==> config.mk <==
export PLATFORM = sky130hd
export DESIGN_NAME = ap_txn_sequencer
export DESIGN_NICKNAME = d
export VERILOG_FILES = /design/src/rtl/ap_txn_sequencer.sv
export SDC_FILE = /design/constraint.sdc
export NUM_CORES = 1
export LEC_CHECK = 0
export ABC_AREA = 1
export CORE_ASPECT_RATIO = 0.6
export CORE_MARGIN = 10
export CORE_UTILIZATION = 50
export CTS_CLUSTER_DIAMETER = 50
export CTS_CLUSTER_SIZE = 10
export DETAILED_ROUTE_END_ITERATION = 16
export PLACE_DENSITY = 0.7
export SYNTH_ARGS = -nofsm -noshare
export SYNTH_HDL_FRONTEND = slang
export SYNTH_SLANG_ARGS = --single-unit
export TNS_END_PERCENT = 20
==> constraint.sdc <==
create_clock -name clock -period 8.8 [get_ports clock]
set_input_delay 1.32 -clock clock [delete_from_list [all_inputs] [get_ports clock]]
set_output_delay 1.32 -clock clock [all_outputs]
set_load 0.005 [all_outputs]
==> src/rtl/ap_txn_sequencer.sv <==
// rtl/ap_txn_sequencer.sv - ap_ctrl_hs burst sequencer with gap, outstanding limit, latency and hang checks
//
// Runs a programmed burst of transactions against one kernel's ap_ctrl_hs handshake.
// Ports:
//   clock, reset (async active-low)
//   cfg_go / cfg_num_txn / cfg_gap    : burst launch pulse and its parameters (sampled on accepted go)
//   k_ap_start / k_ap_continue (out)  : kernel handshake drive
//   k_ap_ready / k_ap_done (in)       : kernel handshake response
//   busy, finish                      : burst in progress / one-cycle completion pulse
//   timeout_err, protocol_err         : sticky error flags, cleared by an accepted cfg_go
//   txn_started, txn_done             : per-burst accept and completion counts
//   last_latency, max_latency         : accept-to-done latency of last / worst transaction
module ap_txn_sequencer #(
  parameter int CNT_W       = 16,
  parameter int GAP_W       = 8,
  parameter int MAX_OUT     = 4,
  parameter int TS_W        = 24,
  parameter int TIMEOUT_CYC = 4096
) (
  input  logic             clock,
  input  logic             reset,
  input  logic             cfg_go,
  input  logic [CNT_W-1:0] cfg_num_txn,
  input  logic [GAP_W-1:0] cfg_gap,
  output logic             k_ap_start,
  input  logic             k_ap_ready,
  input  logic             k_ap_done,
  output logic             k_ap_continue,
  output logic             busy,
  output logic             finish,
  output logic             timeout_err,
  output logic             protocol_err,
  output logic [CNT_W-1:0] txn_started,
  output logic [CNT_W-1:0] txn_done,
  output logic [TS_W-1:0]  last_latency,
  output logic [TS_W-1:0]  max_latency
);

  localparam int PTR_W = (MAX_OUT > 1) ? $clog2(MAX_OUT) : 1;
  localparam int OCC_W = $clog2(MAX_OUT + 1);
  localparam int TMO_W = $clog2(TIMEOUT_CYC + 1);

  typedef enum logic [2:0] {S_IDLE, S_ISSUE, S_GAP, S_DRAIN, S_TMO} state_e;

  state_e           state_q, state_d;
  logic [CNT_W-1:0] num_q;
  logic [GAP_W-1:0] gap_cfg_q;
  logic [GAP_W-1:0] gap_cnt_q, gap_cnt_d;
  logic [CNT_W-1:0] started_q, started_d;
  logic [CNT_W-1:0] done_q, done_d;
  logic [TS_W-1:0]  last_lat_q, last_lat_d;
  logic [TS_W-1:0]  max_lat_q, max_lat_d;
  logic [TS_W-1:0]  ts_q;
  logic [TS_W-1:0]  fifo_q [MAX_OUT];
  logic [PTR_W-1:0] wr_ptr_q, wr_ptr_d;
  logic [PTR_W-1:0] rd_ptr_q, rd_ptr_d;
  logic [OCC_W-1:0] occ_q, occ_d;
  logic [TMO_W-1:0] tmo_cnt_q, tmo_cnt_d;
  logic             zero_fin_q, zero_fin_d;
  logic             terr_q, terr_d;
  logic             perr_q, perr_d;

  logic             issue_ok, accept, active, done_evt, pop, go_acc;
  logic             progress, tmo_hit, drain_done;
  logic [TS_W-1:0]  pop_ts, latency;

  function automatic logic [PTR_W-1:0] ptr_inc(input logic [PTR_W-1:0] p);
    return (p == PTR_W'(MAX_OUT - 1)) ? '0 : p + 1'b1;
  endfunction

  assign issue_ok   = (state_q == S_ISSUE) && (occ_q < OCC_W'(MAX_OUT));
  assign accept     = issue_ok && k_ap_ready;
  assign active     = (state_q == S_ISSUE) || (state_q == S_GAP) || (state_q == S_DRAIN);
  assign done_evt   = active && k_ap_done;
  // An accept in the same cycle is pushed first, so a done against an empty FIFO can still pop it.
  assign pop        = done_evt && ((occ_q != '0) || accept);
  assign pop_ts     = (occ_q == '0) ? ts_q : fifo_q[rd_ptr_q];
  assign latency    = ts_q - pop_ts;
  assign go_acc     = (state_q == S_IDLE) && cfg_go;
  assign drain_done = (state_q == S_DRAIN) && (done_q == num_q);
  assign progress   = accept || done_evt;
  // The counter holds cycles elapsed since the last progress cycle, so the
  // timeout fires exactly TIMEOUT_CYC cycles after an accept or done.
  assign tmo_hit    = !progress && (tmo_cnt_q == TMO_W'(TIMEOUT_CYC - 1));

  always_comb begin
    state_d    = state_q;
    gap_cnt_d  = gap_cnt_q;
    started_d  = started_q;
    done_d     = done_q;
    last_lat_d = last_lat_q;
    max_lat_d  = max_lat_q;
    wr_ptr_d   = wr_ptr_q;
    rd_ptr_d   = rd_ptr_q;
    occ_d      = occ_q;
    tmo_cnt_d  = '0;
    zero_fin_d = 1'b0;
    terr_d     = terr_q;
    perr_d     = perr_q;
    busy       = 1'b0;
    finish     = zero_fin_q;

    if (go_acc) begin
      started_d  = '0;
      done_d     = '0;
      max_lat_d  = '0;
      wr_ptr_d   = '0;
      rd_ptr_d   = '0;
      occ_d      = '0;
      terr_d     = 1'b0;
      perr_d     = 1'b0;
      zero_fin_d = (cfg_num_txn == '0);
    end else begin
      if (accept) begin
        started_d = started_q + 1'b1;
        wr_ptr_d  = ptr_inc(wr_ptr_q);
      end
      if (pop) begin
        done_d     = done_q + 1'b1;
        rd_ptr_d   = ptr_inc(rd_ptr_q);
        last_lat_d = latency;
        if (latency > max_lat_q) max_lat_d = latency;
      end else if (k_ap_done) begin
        perr_d = 1'b1;
      end
      occ_d = occ_q + OCC_W'(accept) - OCC_W'(pop);
    end

    case (state_q)
      S_IDLE: begin
        if (go_acc && (cfg_num_txn != '0)) state_d = S_ISSUE;
      end
      S_ISSUE: begin
        busy      = 1'b1;
        tmo_cnt_d = progress ? TMO_W'(1) : tmo_cnt_q + 1'b1;
        if (accept) begin
          if (started_d == num_q) begin
            state_d = S_DRAIN;
          end else if (gap_cfg_q != '0) begin
            state_d   = S_GAP;
            gap_cnt_d = gap_cfg_q;
          end
        end else if (tmo_hit) begin
          state_d = S_TMO;
          terr_d  = 1'b1;
        end
      end
      S_GAP: begin
        busy = 1'b1;
        if (gap_cnt_q <= GAP_W'(1)) state_d = S_ISSUE;
        else gap_cnt_d = gap_cnt_q - 1'b1;
      end
      S_DRAIN: begin
        if (drain_done) begin
          state_d = S_IDLE;
          finish  = 1'b1;
        end else begin
          busy      = 1'b1;
          tmo_cnt_d = progress ? TMO_W'(1) : tmo_cnt_q + 1'b1;
          if (tmo_hit) begin
            state_d = S_TMO;
            terr_d  = 1'b1;
          end
        end
      end
      S_TMO: begin
        finish  = 1'b1;
        state_d = S_IDLE;
      end
      default: state_d = S_IDLE;
    endcase
  end

  always_ff @(posedge clock or negedge reset) begin
    if (!reset) begin
      state_q    <= S_IDLE;
      num_q      <= '0;
      gap_cfg_q  <= '0;
      gap_cnt_q  <= '0;
      started_q  <= '0;
      done_q     <= '0;
      last_lat_q <= '0;
      max_lat_q  <= '0;
      ts_q       <= '0;
      wr_ptr_q   <= '0;
      rd_ptr_q   <= '0;
      occ_q      <= '0;
      tmo_cnt_q  <= '0;
      zero_fin_q <= 1'b0;
      terr_q     <= 1'b0;
      perr_q     <= 1'b0;
    end else begin
      state_q    <= state_d;
      gap_cnt_q  <= gap_cnt_d;
      started_q  <= started_d;
      done_q     <= done_d;
      last_lat_q <= last_lat_d;
      max_lat_q  <= max_lat_d;
      ts_q       <= ts_q + 1'b1;
      wr_ptr_q   <= wr_ptr_d;
      rd_ptr_q   <= rd_ptr_d;
      occ_q      <= occ_d;
      tmo_cnt_q  <= tmo_cnt_d;
      zero_fin_q <= zero_fin_d;
      terr_q     <= terr_d;
      perr_q     <= perr_d;
      if (go_acc) begin
        num_q     <= cfg_num_txn;
        gap_cfg_q <= cfg_gap;
      end
    end
  end

  // Timestamp storage needs no reset: entries are only read once the pointers say they are valid.
  always_ff @(posedge clock) begin
    if (accept) fifo_q[wr_ptr_q] <= ts_q;
  end

  assign k_ap_start    = issue_ok;
  assign k_ap_continue = busy;
  assign timeout_err   = terr_q;
  assign protocol_err  = perr_q;
  assign txn_started   = started_q;
  assign txn_done      = done_q;
  assign last_latency  = last_lat_q;
  assign max_latency   = max_lat_q;

endmodule
# [Word-level counts from Yosys, hierarchy flattened]
# Memory sizes are Yosys's and may differ from the RTL's.
# Index checks and enable logic that the tools add are counted.
[word_totals] register_bits=162 latch_bits=0 ram_bits=96 mem_bits_ro=0 input_bits=29 output_inout_bits=86 wordCells=124 n_memories=1
[classes] add_sub_neg=10 multipliers=0 div=0 order_cmp=3 eq_ne=17 shifts=0 muxes=46 bitwise_logic=1 n_reduce_logical=30
[mem_list] memory="fifo_q" depth=4 width=24 read_ports=1 rd_clocked_by_memory_dff=0 wr=1 line="54" text="logic [TS_W-1:0] fifo_q [MAX_OUT];"
[op_table] operator="two-way mux 24 bit" count=4
[op_table] operator="two-way mux 16 bit" count=4
[op_table] operator="adder 16 x 1 -> 16 bit (second input constant)" count=2
[op_table] operator="equality test 16 bit" count=2
[op_table] operator="two-way mux 8 bit" count=4
[op_table] operator="two-way mux 13 bit" count=2
[op_table] operator="one-hot mux 13 bit (2 select lines)" count=1
[op_table] operator="adder 24 x 1 -> 24 bit (second input constant)" count=1
[op_table] operator="greater-than comparator 24 bit" count=1
[op_table] operator="two-way mux 3 bit" count=8
[op_table] operator="subtractor 24 bit" count=1
[op_table] operator="logical NOT 16 bit" count=1
[op_table] operator="one-hot mux 8 bit (2 select lines)" count=1
[op_table] operator="nonzero test 16 bit" count=1
[op_table] operator="adder 13 x 1 -> 13 bit (second input constant)" count=1
[op_table] operator="equality test 13 x 12 -> 1 bit (second input constant)" count=1
[op_table] operator="two-way mux 1 bit" count=12
[op_table] operator="two-way mux 2 bit" count=6
[op_table] operator="one-hot mux 3 bit (4 select lines)" count=1
[op_table] operator="nonzero test 2 bit" count=5
[op_table] operator="less-or-equal comparator 8 x 1 -> 1 bit (second input constant)" count=1
[op_table] operator="logical AND 1 bit" count=8
[op_table] operator="!= test 2 x 1 -> 1 bit (second input constant)" count=4
[op_table] operator="nonzero test 8 bit" count=1
[op_table] operator="21 further kinds" count=34

# [Longest topological paths before layout]
[logic_depth] ltp_word=10 mapped_depth=31 ltp_nobuf=30

# [Worst setup path after synthesis]
# OpenSTA, ideal clock, no wires.
[synth_timing] kind="reg2reg" from="register occ_q[2]" to="register max_lat_q[11] (netlist: max_latency[11])" setup_time_ns=0.141 arrival_time_ns=4.749 t_required_ns=8.659 path_slack_ns=3.910 stages_incl_launch_ff=31 n_path_buf=2 synth_period_minus_slack_ns=4.890 cell_sequence="dfrtp_1 -> nor2_1 -> inv_1 -> nor2_1 -> clkinv_1 -> clkbuf_1 -> nand2_1 -> o21ai_0 -> ha_1 -> fa_1 -> inv_1 -> nand3_1 -> nand2_1 -> a21oi_1 -> o21ai_0 -> a21oi_1 -> o21ai_0 -> nand2_1 -> nand2_1 -> nand2_1 -> nand2_1 -> inv_1 -> ha_1 -> nand4_1 -> nor3_1 -> nand3_1 -> nand3_1 -> nand2_1 -> o21ai_1 -> clkbuf_1 -> o22ai_1"
[synth_via] word_cells_on_any_way=16 classes_between="add/sub: 1; order compare: 2; mux: 4; reduce/logical: 9"
[synth_rtl] element="from (decl)" line="57" text="logic [OCC_W-1:0] occ_q, occ_d;"
[synth_rtl] element="from (signal assigned)" line="187" text="occ_q <= '0;"
[synth_rtl] element="from (signal assigned)" line="202" text="occ_q <= occ_d;"
[synth_rtl] element="logical NOT 3 bit" line="77" text="assign pop_ts = (occ_q == '0) ? ts_q : fifo_q[rd_ptr_q];"
[synth_rtl] element="two-way mux 24 bit" line="77"
[synth_rtl] element="subtractor 24 bit" line="78" text="assign latency = ts_q - pop_ts;"
[synth_rtl] element="net latency[16]" line="65" text="logic [TS_W-1:0] pop_ts, latency;"
[synth_rtl] element="greater-than comparator 24 bit" line="122" text="if (latency > max_lat_q) max_lat_d = latency;"
[synth_rtl] element="nonzero test 2 bit (no source line)"
[synth_rtl] element="AND reduction 2 bit (no source line)"
[synth_rtl] element="to (signal assigned)" line="198" text="max_lat_q <= max_lat_d;"
[synth_rtl] element="to (decl)" line="52" text="logic [TS_W-1:0] max_lat_q, max_lat_d;"
# The timed path passes the listed nets, and every way through them passes these cells. The select of a mux whose other input is x is not followed.
# A chain may end at the register's enable or synchronous reset.

# [Worst setup path after layout]
[layout_timing] from="register rd_ptr_q[1]" to="register max_lat_q[0] (netlist: max_latency[0])"
[layout_via] elab_chain_cells=6 word_cells_on_any_way=9 classes_between="add/sub: 1; order compare: 1; mux: 4; reduce/logical: 2; memory: 1"
[layout_rtl] element="from (decl)" line="56" text="logic [PTR_W-1:0] rd_ptr_q, rd_ptr_d;"
[layout_rtl] element="from (signal assigned)" line="201" text="rd_ptr_q <= rd_ptr_d;"
[layout_rtl] element="memory read (4 x 24 bit)"
[layout_rtl] element="two-way mux 24 bit" line="77"
[layout_rtl] element="subtractor 24 bit" line="78"
[layout_rtl] element="net latency[16]" line="65"
[layout_rtl] element="greater-than comparator 24 bit" line="122"
[layout_rtl] element="nonzero test 2 bit (no source line)"
[layout_rtl] element="AND reduction 2 bit (no source line)"
# The timed path passes the listed nets, and every way through them passes these cells. The select of a mux whose other input is x is not followed.

==> flow_metrics.py <==
metrics = {
    "outcome": {
        "run_status": "finished, final reports clean",
    },
    "synth": {
        "synth_nets": 1607,
        "synth_top_family_by_area": "simple AND/OR/NAND/NOR gates",
        "synthArstFlopShare": 0.628,
        "synthCells": 1516,
        "synth_edf_count": 96,
        "synthMuxAreaShare": 0,
        "synth-xor-area-share": 0.0385,
        "ys_ff_latch": 258,
        "synth_compound_area_frac": 0.118,
        "netlist_area_um2": 13400,
        "yosys.area_share.simple": 0.202,
        "postSynthAreaPerCell_um2": 8.86,
        "synthAdderAreaFrac": 0.0589,
        "yosysSeqAreaShare": 0.516,
        "synth_warnings": 0,
        "ys_types": 56,
        "synthFlopType": "dfrtp_1",
    },
    "placed_design": {
        "hpwl_um": 27900,
        "io_buffers": 114,
        "gp_congestion": 0.962,
        "numPlacedInstances": 1954,
    },
    "die": {
        "core_um2": 26400,
        "fp.dieH_um": 147,
        "initial_utilization": 0.509,
        "dieArea_um2": 34000,
        "die_w_um": 232,
        "pin_count": 115,
        "num_rows": 46,
    },
    "min_path": {
        "worstHoldPathCells": 2,
        "hold_class": "flop to flop",
    },
    "pwr": {
        "p_total_uw": 5050,
        "p_per_area_nw_per_um2": 320,
        "seq_power_share": 0.307,
        "p_int_uw": 2950,
        "comb_power_share": 0.473,
        "switching_share": 0.416,
        "vdd_drop_max_mv": 0.183,
        "power_leakage_uw": 0.00728,
        "power_frac_clock": 0.220,
        "p_sw_uw": 2100,
    },
    "global_routing": {
        "grt_max_degree": 95,
        "grt_pass1_wl_um": 59400,
        "first_global_vias": 10100,
        "grt.total_usage": 0.218,
        "antenna_found_initial": 0,
        "grt_overflow": 0,
    },
    "finish": {
        "drive_gt1_frac": 0.0432,
        "area_growth_pct": 17.3,
        "nets": 1717,
        "multi_input_area_um2": 5630,
        "fillers": 2326,
        "n_antenna_cell": 0,
        "fin_cells": 2002,
        "seq_area_um2": 6940,
    },
    "clocking": {
        "clock-sinks": 258,
        "clk_pin_slew_ns": 0.06,
        "worstSkewPairLatency_ns": 0.56,
        "cts_buffers": 30,
        "root_buffer": "clkbuf_16",
        "cts_resized": 0,
        "postCtsSetupRepairBufs": 0,
        "h-tree-depth": 1,
        "clk_path_buf_depth": 3,
        "cts_tree": "built",
        "hold_buffers": 0,
    },
    "drt": {
        "wl_per_cell_um": 19.0,
        "via_count": 11200,
        "wl_um": 38100,
        "drc": 0,
        "initialDrtViolationCount": 1185,
        "first_pass_iters": 5,
        "postRouteAntennaNets": 0,
        "vias_per_cell": 5.58,
    },
    "critical_path": {
        "crit_required_ns": 9.20,
        "crit_cells": 29,
        "critPathTopFamily": "compound AO/OA/AOI/OAI gates",
        "path_class": "flop to flop",
        "arrival_ns": 7.79,
        "cpPeakStageDelay_ns": 1.12,
        "crit_path_start_kind": "flop",
        "end_kind": "flop",
        "worstPathMaxFanout": 26,
        "crit_path_frequent_cell": "nand2_1",
        "r2r_cells": 29,
        "cp_slowest_cell": "o21ai_2",
        "worst-path-buf-inv": 4,
    },
    "job": {
        "drv_cap": 0,
    },
    "sta": {
        "setup-violations-final": 0,
        "hold_viol_final": 0,
        "max_slew.worst_pin.slew_ns": 1.13,
        "min_period_ns": 7.39,
        "rsz0062_at_grt": "no",
        "timing.setup.tns_ns": 0,
        "clock.fmax_mhz": 135,
        "finClkSkew_ns": 0.0106,
        "slew_headroom": 0.248,
        "finalMaxSlewViolations": 0,
        "finalCritPeriodShare": 0.839,
    },
}
[placed cells by master (no fill, tap or decap), types with 2 or more instances in the layout]
cell type / n
a211oi_1: 4
a21o_1: 2
a21oi_1: 52
a31oi_1: 4
buf_4: 8
clkbuf_1: 14
clkbuf_16: 31
clkdlybuf4s50_1: 113
clkinv_1: 2
clkinv_2: 2
dfrtp_1: 162
edfxtp_1: 96
fa_1: 2
ha_1: 60
inv_1: 182
inv_2: 3
nand2_1: 332
nand3_1: 74
nand3b_1: 3
nand4_1: 27
nor2_1: 134
nor2_2: 6
nor2_4: 5
nor3_1: 22
nor3_2: 2
nor3b_1: 6
nor4_1: 9
o21a_1: 3
o21ai_0: 146
o21ai_1: 3
o21ai_2: 2
o21bai_1: 2
o221ai_1: 22
o22ai_1: 24
or2_2: 3
xnor2_1: 22
xor2_1: 37
[logic make-up (layout without fill, tap and decap cells)]
family | after synthesis | after routing
AND/OR/NAND/NOR | 630 | 630
AO/OA/AOI/OAI | 276 | 276
flip-flops | 258 | 258
buffers and inverters | 231 | 357
adder cells (fa/ha/maj) | 62 | 62
XOR/XNOR | 59 | 59
[cells in the mapped netlist (2+ instances only)]
| library cell | number | share of area |
|---|---|---|
| inv_2 | 3 | 0.00084 |
| nand3_1 | 74 | 0.028 |
| buf_6 | 3 | 0.0025 |
| nor2_2 | 4 | 0.0019 |
| o22ai_1 | 24 | 0.011 |
| inv_1 | 182 | 0.051 |
| nand3b_1 | 3 | 0.0017 |
| o21bai_1 | 2 | 0.0011 |
| nand2_1 | 332 | 0.093 |
| dfrtp_1 | 162 | 0.30 |
| ha_1 | 60 | 0.056 |
| nor4_1 | 9 | 0.0042 |
| nor3b_1 | 6 | 0.0034 |
| o21ai_1 | 4 | 0.0015 |
| o21a_1 | 3 | 0.0017 |
| edfxtp_1 | 96 | 0.21 |
| clkbuf_1 | 37 | 0.010 |
| nor3_1 | 22 | 0.0082 |
| a211oi_1 | 4 | 0.0022 |
| a31oi_1 | 4 | 0.0019 |
| o21ai_0 | 146 | 0.054 |
| a21oi_1 | 52 | 0.019 |
| fa_1 | 2 | 0.0030 |
| a21o_1 | 2 | 0.0011 |
| nor3_2 | 2 | 0.0015 |
| nor2_4 | 3 | 0.0025 |
| buf_4 | 2 | 0.0011 |
| nand4_1 | 27 | 0.013 |
| nor2_1 | 138 | 0.039 |
| or2_2 | 3 | 0.0014 |
| xnor2_1 | 22 | 0.014 |
| o221ai_1 | 22 | 0.014 |
| clkinv_1 | 2 | 0.00056 |
| xor2_1 | 37 | 0.024 |
[metrics by stage]
step / hold WS, ns / worst slack, ns / area, um^2 / util
after floorplan: 0.463 / 3.91 / 13400 / -
after global placement: 0.458 / 2.05 / 14900 / 0.565
after detailed placement: 0.459 / 1.66 / 14900 / 0.565
after CTS: 0.474 / 1.58 / 15800 / 0.597
after global routing: 0.503 / 0.766 / 15800 / 0.597
final: 0.471 / 1.41 / 15800 / 0.597
[worst reg2reg max path: cells and delay by family, from the launching register on]
kind	cells	cell delay, ns
and+or+nand+nor	13	1.78
buffers and inverters	4	0.94
adders and majority gates	3	0.90
AOI/OAI and AO/OA	9	2.71
DFF	1	0.90
[final timing paths]
kind | startpoint | to | slack, ns
worst min-delay path | last_latency[2] | last_latency[2] | 0.47
worst max-delay path | rd_ptr_q[1] | max_latency[0] | 1.41
worst max register to register | rd_ptr_q[1] | max_latency[0] | 1.41
max in group asynchronous | reset | last_latency[3] | 6.45
min in group asynchronous | reset | txn_started[14] | 0.86
worst min register to register | last_latency[2] | last_latency[2] | 0.47
[layer usage]
metal,GRT usage,wire length [um],vias up
met5,0,0,-
met4,0.0404,685,0
met3,0.0394,2970,53
met2,0.288,14900,402
met1,0.357,19600,5408
li1,-,-,5305
[flip-flops by register name, summed over array words and instances (netlist names)]
name	cells
fifo_q	96
gap_cfg_q	8
gap_cnt_q	8
last_latency	24
max_latency	24
num_q	16
occ_q	3
protocol_err	1
rd_ptr_q	2
state_q	3
timeout_err	1
tmo_cnt_q	13
ts_q	24
txn_done	16
txn_started	16
wr_ptr_q	2
zero_fin_q	1
[area by class of cell]
type,instances,share of cell area
timing repair buffer,122,0.0763
inverter,187,0.0445
clock buffer,45,0.0525
clock inverter,3,0.00111
sequential,258,0.440
multi-input combinational,1027,0.357
tap,360,0.0286
[power by group through the flow]
stage                     sequential, uW  combinational (uW)  clock (uW)
after floorplan                     1520                1480           0
after global placement              1560                2300           0
after CTS                           1550                2360        1130
after detailed placement            1560                2340           0
after global routing                1560                2660        1180
final                               1550                2390        1110
No activity file was read; power rests on OpenSTA's default activity.
